--- config.mk ---
export PLATFORM = sky130hd
export DESIGN_NAME = branch_target_buffer
export DESIGN_NICKNAME = d
export VERILOG_FILES = /design/src/rtl/branch_target_buffer.sv
export SDC_FILE = /design/constraint.sdc
export NUM_CORES = 2
export LEC_CHECK = 0
export BUFFER_PORTS_ARGS = -buffer_cell sky130_fd_sc_hd__buf_2
export CAP_MARGIN = 40
export CORE_MARGIN = 5
export CORE_UTILIZATION = 50
export DETAILED_ROUTE_END_ITERATION = 8
export HOLD_SLACK_MARGIN = 0.03
export PLACE_DENSITY_LB_ADDON = 0.15
export SETUP_SLACK_MARGIN = 0.5
export SLEW_MARGIN = 20
export SYNTH_ARGS = -nofsm -noshare
export SYNTH_HDL_FRONTEND = slang
export SYNTH_SLANG_ARGS = --single-unit
export TNS_END_PERCENT = 1
--- constraint.sdc ---
create_clock -name clk_i -period 3.4 [get_ports clk_i]
set_clock_uncertainty 0.05 [all_clocks]
set_input_delay 0 -clock clk_i [delete_from_list [all_inputs] [get_ports clk_i]]
set_output_delay 0 -clock clk_i [all_outputs]
set_load 0.005 [all_outputs]
--- src/rtl/branch_target_buffer.sv ---
// rtl/branch_target_buffer.sv - direct-mapped BTB next-PC predictor with 2-bit counters
// Optional hit/redirect statistics counters enabled by defining BTB_STATS_EN.
module branch_target_buffer #(
  parameter int ENTRIES = 16,
  localparam int IDX_W  = $clog2(ENTRIES),
  localparam int TAG_W  = 32 - 2 - IDX_W
) (
  input  logic        clk_i,
  input  logic        rst_i,
  input  logic        start_i,
  input  logic [31:0] pc_i,
  input  logic        redirect_i,
  input  logic [31:0] redirect_pc_i,
  input  logic        upd_valid_i,
  input  logic [31:0] upd_pc_i,
  input  logic        upd_taken_i,
  input  logic [31:0] upd_target_i,
`ifdef BTB_STATS_EN
  output logic [31:0] lookup_hit_cnt_o,
  output logic [31:0] redirect_cnt_o,
`endif
  output logic [31:0] next_pc_o,
  output logic        pred_taken_o,
  output logic [31:0] pred_target_o
);

  logic             valid_q  [ENTRIES];
  logic [TAG_W-1:0] tag_q    [ENTRIES];
  logic [31:0]      target_q [ENTRIES];
  logic [1:0]       ctr_q    [ENTRIES];

  logic [IDX_W-1:0] idx;
  logic [TAG_W-1:0] ptag;
  logic             hit;
  logic [31:0]      pc_plus4;

  logic [IDX_W-1:0] uidx;
  logic [TAG_W-1:0] utag;
  logic             uhit;

  // Byte-offset bits of both PCs carry no information for word-aligned fetch.
  logic unused_bits;
  assign unused_bits = ^{pc_i[1:0], upd_pc_i[1:0]};

  always_comb begin
    idx      = pc_i[IDX_W+1:2];
    ptag     = pc_i[31:IDX_W+2];
    hit      = valid_q[idx] && (tag_q[idx] == ptag);
    pc_plus4 = {pc_i[31:2] + 30'd1, 2'b00};

    pred_taken_o  = hit && ctr_q[idx][1];
    pred_target_o = hit ? target_q[idx] : 32'd0;

    if (redirect_i)
      next_pc_o = redirect_pc_i;
    else if (pred_taken_o)
      next_pc_o = target_q[idx];
    else
      next_pc_o = pc_plus4;
  end

  always_comb begin
    uidx = upd_pc_i[IDX_W+1:2];
    utag = upd_pc_i[31:IDX_W+2];
    uhit = valid_q[uidx] && (tag_q[uidx] == utag);
  end

  // Lookup reads the arrays combinationally, so a same-cycle update to the
  // same index only becomes visible after this edge.
  always_ff @(posedge clk_i or negedge rst_i) begin
    if (!rst_i) begin
      for (int i = 0; i < ENTRIES; i++) begin
        valid_q[i]  <= 1'b0;
        tag_q[i]    <= '0;
        target_q[i] <= 32'd0;
        ctr_q[i]    <= 2'b01;
      end
    end else if (start_i && upd_valid_i) begin
      if (uhit) begin
        if (upd_taken_i) begin
          if (ctr_q[uidx] != 2'b11)
            ctr_q[uidx] <= ctr_q[uidx] + 2'b01;
          target_q[uidx] <= upd_target_i;
        end else if (ctr_q[uidx] != 2'b00) begin
          ctr_q[uidx] <= ctr_q[uidx] - 2'b01;
        end
      end else if (upd_taken_i) begin
        valid_q[uidx]  <= 1'b1;
        tag_q[uidx]    <= utag;
        target_q[uidx] <= upd_target_i;
        ctr_q[uidx]    <= 2'b10;
      end
    end
  end

`ifdef BTB_STATS_EN
  always_ff @(posedge clk_i or negedge rst_i) begin
    if (!rst_i) begin
      lookup_hit_cnt_o <= 32'd0;
      redirect_cnt_o   <= 32'd0;
    end else if (start_i) begin
      if (hit)
        lookup_hit_cnt_o <= lookup_hit_cnt_o + 32'd1;
      if (redirect_i)
        redirect_cnt_o <= redirect_cnt_o + 32'd1;
    end
  end
`endif

endmodule
# Yosys cells after proc, flatten, opt, wreduce, memory -nomap -nowiden
# Index checks and enable logic that the tools add are counted.
totals:
  register_bits: 976
  input_bits: 134
  output_inout_bits: 65
  elab_cells: 133
op_classes:
  add_sub_neg: 3
  order_cmp: 3
  n_eq_ne: 4
  mux: 41
  bitwise: 7
  n_reduce_logical: 11
op_table:
  columns: ["operator", "count"]
  rows:
  - ["bitwise mux 512 bit", 1]
  - ["bitwise mux 416 bit", 1]
  - ["2-to-1 mux 32 bit", 11]
  - ["binary-select mux 26 bit (select 4 bit)", 2]
  - ["2-to-1 mux 26 bit", 5]
  - ["binary-select mux 32 bit (select 4 bit)", 1]
  - ["demux 32 bit (select 4 bit)", 1]
  - ["demux 26 bit (select 4 bit)", 1]
  - ["bitwise mux 32 bit", 2]
  - ["equality test 26 bit", 2]
  - ["OR 16 bit", 2]
  - ["adder 30 x 1 -> 30 bit, second input constant", 1]
  - ["bitwise AND 16 bit", 1]
  - ["binary-select mux 2 bit (select 4 bit)", 2]
  - ["inverter 16 bit", 1]
  - ["greater-or-equal comparator 5 bit, second input constant", 2]
  - ["2-to-1 mux 2 bit", 5]
  - ["inverter 4 -> 5 bit", 2]
  - ["binary-select mux 1 bit (select 4 bit)", 2]
  - ["demux 2 bit (select 4 bit)", 1]
  - ["nonzero test 2 bit", 3]
  - ["logical AND 1 bit", 5]
  - ["less-than comparator 5 x 1 -> 1 bit, second input constant", 1]
  - ["2-to-1 mux 1 bit", 5]
  - ["other kinds (9)", 9]

# Logic depth before layout (Yosys ltp)
logic_depth:
  word_depth: 9
  mapped_depth: 17
  ltp_nobuf: 10

# Worst setup path before layout
# OpenSTA, ideal clock, no wires.
synth_timing:
  path_type: "input to register"
  startpoint: "input upd_pc_i[2]"
  endpoint: "register ctr_q[11] (netlist name)"
  setup_time_ns: 0.083
  arrival_ns: 3.781
  required_time_ns: 3.267
  path_slack_ns: -0.514
  stages: 15
  path_buffers: 8
  path_cell_list: "buf_6 > buf_8 > buf_6 > buf_6 > buf_4 > buf_1 > clkbuf_1 > mux4_2 > mux4_2 > inv_1 > ha_1 > xnor2_1 > clkbuf_1 > o31ai_1 > o21ai_0"
synth_between:
  elab_chain_len: 9
  word_cells_on_any_way: 33
  cone_classes: "2 x add/sub; 2 x order compare; 3 x eq/ne; 18 x mux; 2 x bitwise; 6 x reduce/logical"
synth_rtl:
  columns: ["element", "line_no", "source"]
  rows:
  - ["from (decl)", "15", "input logic [31:0] upd_pc_i,"]
  - ["inverter 4 -> 5 bit (not written as such) (*)", null, null]
  - ["binary-select mux 2 bit (select 4 bit) (tied with other cells)", null, null]
  - ["2-to-1 mux 2 bit (not written as such) / logical AND 1 bit (equally long branches)", null, null]
  - ["2-to-1 mux 2 bit (on tied branches)", null, null]
  - ["subtractor 2 x 1 -> 2 bit (tied with other cells)", "85", "ctr_q[uidx] <= ctr_q[uidx] - 2'b01;"]
  - ["bitwise mux 32 bit (on tied branches)", "85, 82", null]
  - ["2-to-1 mux 32 bit (on tied branches)", "84, 81", null]
  - ["2-to-1 mux 32 bit", "80", "if (upd_taken_i) begin"]
  - ["2-to-1 mux 32 bit", "79", "if (uhit) begin"]
  - ["to (signal, indexed assignment)", "82", "ctr_q[uidx] <= ctr_q[uidx] + 2'b01;"]
  - ["to (signal, indexed assignment)", "85", null]
  - ["to (decl)", "30", "logic [1:0] ctr_q [ENTRIES];"]
# Mark *: on every way between the ends. The rest lies on a longest branch, timed or not. The select of a mux whose other input is x is not followed.
# A chain may end at the register's enable or synchronous reset.

# Worst setup path after layout
layout_timing:
  startpoint: "register tag_q[314] (netlist name)"
  endpoint: "output next_pc_o[27]"
layout_between:
  elab_chain_len: 8
layout_rtl:
  columns: ["element", "line_no", "source"]
  rows:
  - ["from (decl)", "28", "logic [TAG_W-1:0] tag_q [ENTRIES];"]
  - ["from (signal, indexed assignment)", "89", "tag_q[uidx] <= utag;"]
  - ["binary-select mux 26 bit (select 4 bit)", "48", "hit = valid_q[idx] && (tag_q[idx] == ptag);"]
  - ["2-to-1 mux 26 bit (not written as such) (2 in a row)", "48", null]
  - ["equality test 26 bit", "48", null]
  - ["logical AND 1 bit", "48", null]
  - ["logical AND 1 bit", "51", "pred_taken_o = hit && ctr_q[idx][1];"]
  - ["2-to-1 mux 32 bit", "56", "else if (pred_taken_o)"]
  - ["2-to-1 mux 32 bit", "54", "if (redirect_i)"]
  - ["to (decl)", "22", "output logic [31:0] next_pc_o,"]
# No other way between the ends. The select of a mux whose other input is x is not followed.

==> load_flow_metrics.sql <==
INSERT INTO impl_metrics (metric_group, metric, value, unit) VALUES
('outcome', 'outcome', 'finished, violations left', ''),
('outcome', 'violations_in_the_final_reports', 'negative setup slack', ''),
('setup_path', 'critical_path.startpoint', 'tag_q[314]$_DFFE_PN0P_', ''),
('timing', 'setup_ws', '-1.14', 'ns'),
('setup_path', 'critPathCaptureType', 'output port', ''),
('hold_path', 'hold_class', 'in2reg', ''),
('placed_design', 'dp_hpwl', '104000', 'um'),
('setup_path', 'timing.rr.start', 'tag_q[357]$_DFFE_PN0P_', ''),
('setup_path', 'crit_cells', '13', ''),
('floorplan', 'initial_util', '0.504', ''),
('floorplan', 'boundaryPins', '199', ''),
('yosys', 'post_synth_instance_area', '50500', 'sq um'),
('setup_path', 'rr_endpoint', 'tag_q[406]$_DFFE_PN0P_', ''),
('setup_path', 'crit_required', '3.35', 'ns'),
('global_route', 'grtUsageMet1', '0.395', ''),
('finish', 'regArea', '24400', 'sq um'),
('pwr', 'post-layout-total-power', '0.0322', 'W'),
('global_route', 'gr-usage-met2', '0.497', ''),
('clock_network', 'cts-buffers-inserted', '105', ''),
('routing', 'routed_wirelength', '157000', 'um'),
('setup_path', 'critical_path_start_type', 'register', ''),
('timing', 'fmax', '0.220', 'GHz'),
('clock_network', 'clk_latency', '0.71', 'ns'),
('finish', 'drive_gt1_frac', '0.569', ''),
('clock_network', 'cts_num_sinks', '976', ''),
('hold_path', 'worstHoldEndpoint', 'ctr_q[8]$_DFFE_PN1P_', ''),
('floorplan', 'die_width', '328', 'um'),
('finish', 'fill_cells', '7541', ''),
('setup_path', 'r2r_setup_slack', '-0.38', 'ns'),
('global_route', 'initial_antenna_violation_count', '4', ''),
('finish', 'flow.area_growth_from_synthesis', '21.8', '%'),
('setup_path', 'worst_path_dominant_cell_family', 'multiplexers', ''),
('hold_path', 'hold_depth', '6', ''),
('global_route', 'first_global_vias', '36146', ''),
('setup_path', 'timing.reg2reg.worst_path_depth', '11', ''),
('setup_path', 'cp.buffers_inverters', '4', ''),
('yosys', 'synth_cells', '3355', ''),
('pwr', 'vdd.ir_drop.worst', '0.409', 'mV'),
('global_route', 'global_route.peak_usage_layer', 'met2', ''),
('setup_path', 'crit_path_top_delay_cell', 'mux4_2', ''),
('timing', 'setup-violations-final', '520', ''),
('clock_network', 'cts_htree_levels', '3', ''),
('global_route', 'gr-usage-all-layers', '0.293', ''),
('yosys', 'synth.top_cell.area_share', '0.475', ''),
('yosys', 'synth.ff_latch_count', '976', ''),
('routing', 'route.detailed.vias_per_inst', '6.29', ''),
('yosys', 'ys_top_cells_by_count', 'dfrtp_1, mux2_2, mux4_2', ''),
('timing', 'setup_total_negative_slack', '-159.20', 'ns'),
('timing', 'period_needed', '4.54', 'ns'),
('yosys', 'synth.avg_cell_area', '15.1', 'sq um'),
('timing', 'grt_setup_unrepaired', 'yes', ''),
('yosys', 'primary_ff_master_synth', 'dfrtp_1', ''),
('setup_path', 'worstPathArrival', '4.49', 'ns'),
('floorplan', 'core_area', '100000', 'sq um'),
('pwr', 'p_per_area', '523', 'nW/um^2'),
('clock_network', 'ctsLongestPathBuffers', '3', ''),
('global_route', 'grt_max_degree', '125', ''),
('routing', 'ant_nets', '0', ''),
('timing', 'slew-limit-headroom', '0.300', ''),
('job', 'number_of_max_cap_violations', '0', ''),
('yosys', 'yosys.cell_count.top_type', 'dfrtp_1', ''),
('finish', 'nNetsFinal', '3970', ''),
('yosys', 'synth_async_sr_flop_share', '1.00', ''),
('yosys', 'synth-edff-count', '0', ''),
('yosys', 'synthDominantAreaCellType', 'dfrtp_1', ''),
('timing', 'tightestPinTransition', '1.05', 'ns'),
('clock_network', 'cts_tree', 'built', ''),
('floorplan', 'dieArea', '108000', 'sq um'),
('yosys', 'ys_types', '75', ''),
('setup_path', 'critical_path_class', 'reg2out', ''),
('pwr', 'static-leakage-power', '28.8', 'nW');
## timing repair
action	in CTS	in global routing
buffers inserted	1	0
hold endpoints to repair	1314	2
pin swaps	14	5
gates resized for setup	234	56
hold buffers	62	2
setup endpoints to repair	529	529
## cell families (layout without fill, tap and decap cells)
family | count (synthesis) | in the layout | share of synthesized area
buffers and inverters | 334 | 902 | 0.0323
xor gates and xnor gates | 99 | 99 | 0.0172
muxes | 1418 | 1418 | 0.403
adders and majority gates | 3 | 3 | 0.000743
AOI/OAI and AO/OA | 197 | 197 | 0.0272
DFF | 976 | 976 | 0.484
and+or+nand+nor | 328 | 328 | 0.0360
other | 0 | 3 | 0
## layer usage
| metal | vias to the layer above | wire length (um) |
|---|---|---|
| met2 | 1134 | 78700 |
| li1 | 13700 | - |
| met1 | 18110 | 64700 |
| met4 | 2 | 5210 |
| met3 | 304 | 8800 |
| met5 | - | 13 |
## cell usage in the layout, fill, tap and decap left out, types with 11 or more instances in the layout
| cell | Yosys | routed |
|---|---|---|
| dfrtp_1 | 960 | 960 |
| mux2_2 | 812 | 704 |
| mux4_2 | 395 | 396 |
| buf_4 | 10 | 328 |
| mux2_4 | 0 | 232 |
| buf_2 | 34 | 187 |
| clkbuf_16 | 0 | 106 |
| buf_12 | 0 | 84 |
| nand2_1 | 89 | 78 |
| dlygate4sd3_1 | 0 | 64 |
| mux2i_1 | 68 | 63 |
| xnor2_1 | 60 | 57 |
| nor2_1 | 58 | 52 |
| xor2_1 | 39 | 39 |
| o21ai_1 | 24 | 39 |
| nor2b_1 | 38 | 38 |
| clkbuf_8 | 0 | 27 |
| o21ai_0 | 41 | 26 |
| clkbuf_1 | 160 | 26 |
| inv_1 | 23 | 23 |
| nand3_1 | 23 | 23 |
| nand2b_1 | 22 | 22 |
| clkinv_2 | 0 | 19 |
| nor3_1 | 25 | 18 |
| a21oi_1 | 17 | 17 |
| a22oi_1 | 19 | 16 |
| mux2_1 | 140 | 16 |
| dfstp_2 | 16 | 16 |
| nand4_1 | 13 | 13 |
| buf_6 | 38 | 13 |
| a31oi_1 | 11 | 11 |
| nand2_2 | 0 | 11 |
| o31ai_2 | 0 | 11 |
## power breakdown
group / internal, W / switching [W]
Clock: 0.00710 / 0.00496
Sequential: 0.0132 / 0.000977
Combinational: 0.00348 / 0.00248
Total: 0.0237 / 0.00842
## worst min-delay path, cell delays in order
cell,delay [ns]
buf_2,0.11
nand3_1,0.14
nor3_1,0.08
buf_4,0.12
a31oi_1,0.21
o221ai_2,0.11
## stage by stage
stage / utilization / area (sq um) / std cells / setup WS (ns) / hold WS, ns
after floorplan: - / 50800 / 3355 / 0.0334 / -0.346
after global placement: 0.559 / 56000 / 5014 / -0.812 / 0.145
after detailed placement: 0.559 / 56100 / 5017 / -0.819 / 0.161
after CTS: 0.611 / 61300 / 5277 / -1.14 / 0.0359
after global routing: 0.614 / 61500 / 5281 / -1.19 / 0.0742
final: 0.614 / 61500 / 5283 / -1.14 / 0.0436
## state kept, by name (all words and copies together) (netlist names)
signal / count
target_q: 512
valid_q: 16
ctr_q: 32
tag_q: 416
## worst max-delay path by stage
stage               slack (ns)                      to
detailed placement       -0.82  tag_q[393]$_DFFE_PN0P_
global route             -1.19           next_pc_o[24]
global placement         -0.81  tag_q[410]$_DFFE_PN0P_
finish                   -1.14           next_pc_o[27]
floorplan                 0.03           next_pc_o[26]
CTS                      -1.14           next_pc_o[24]
## final cells by class
cell class,instances,area share
Multi-Input combinational cell,2045,0.417
Sequential cell,976,0.397
Timing Repair Buffer,681,0.0967
Clock buffer,158,0.0505
Tap cell,1357,0.0276
Clock inverter,39,0.00903
Inverter,24,0.00146
Antenna cell,3,0.000122
(Power assumes the default switching activity.)
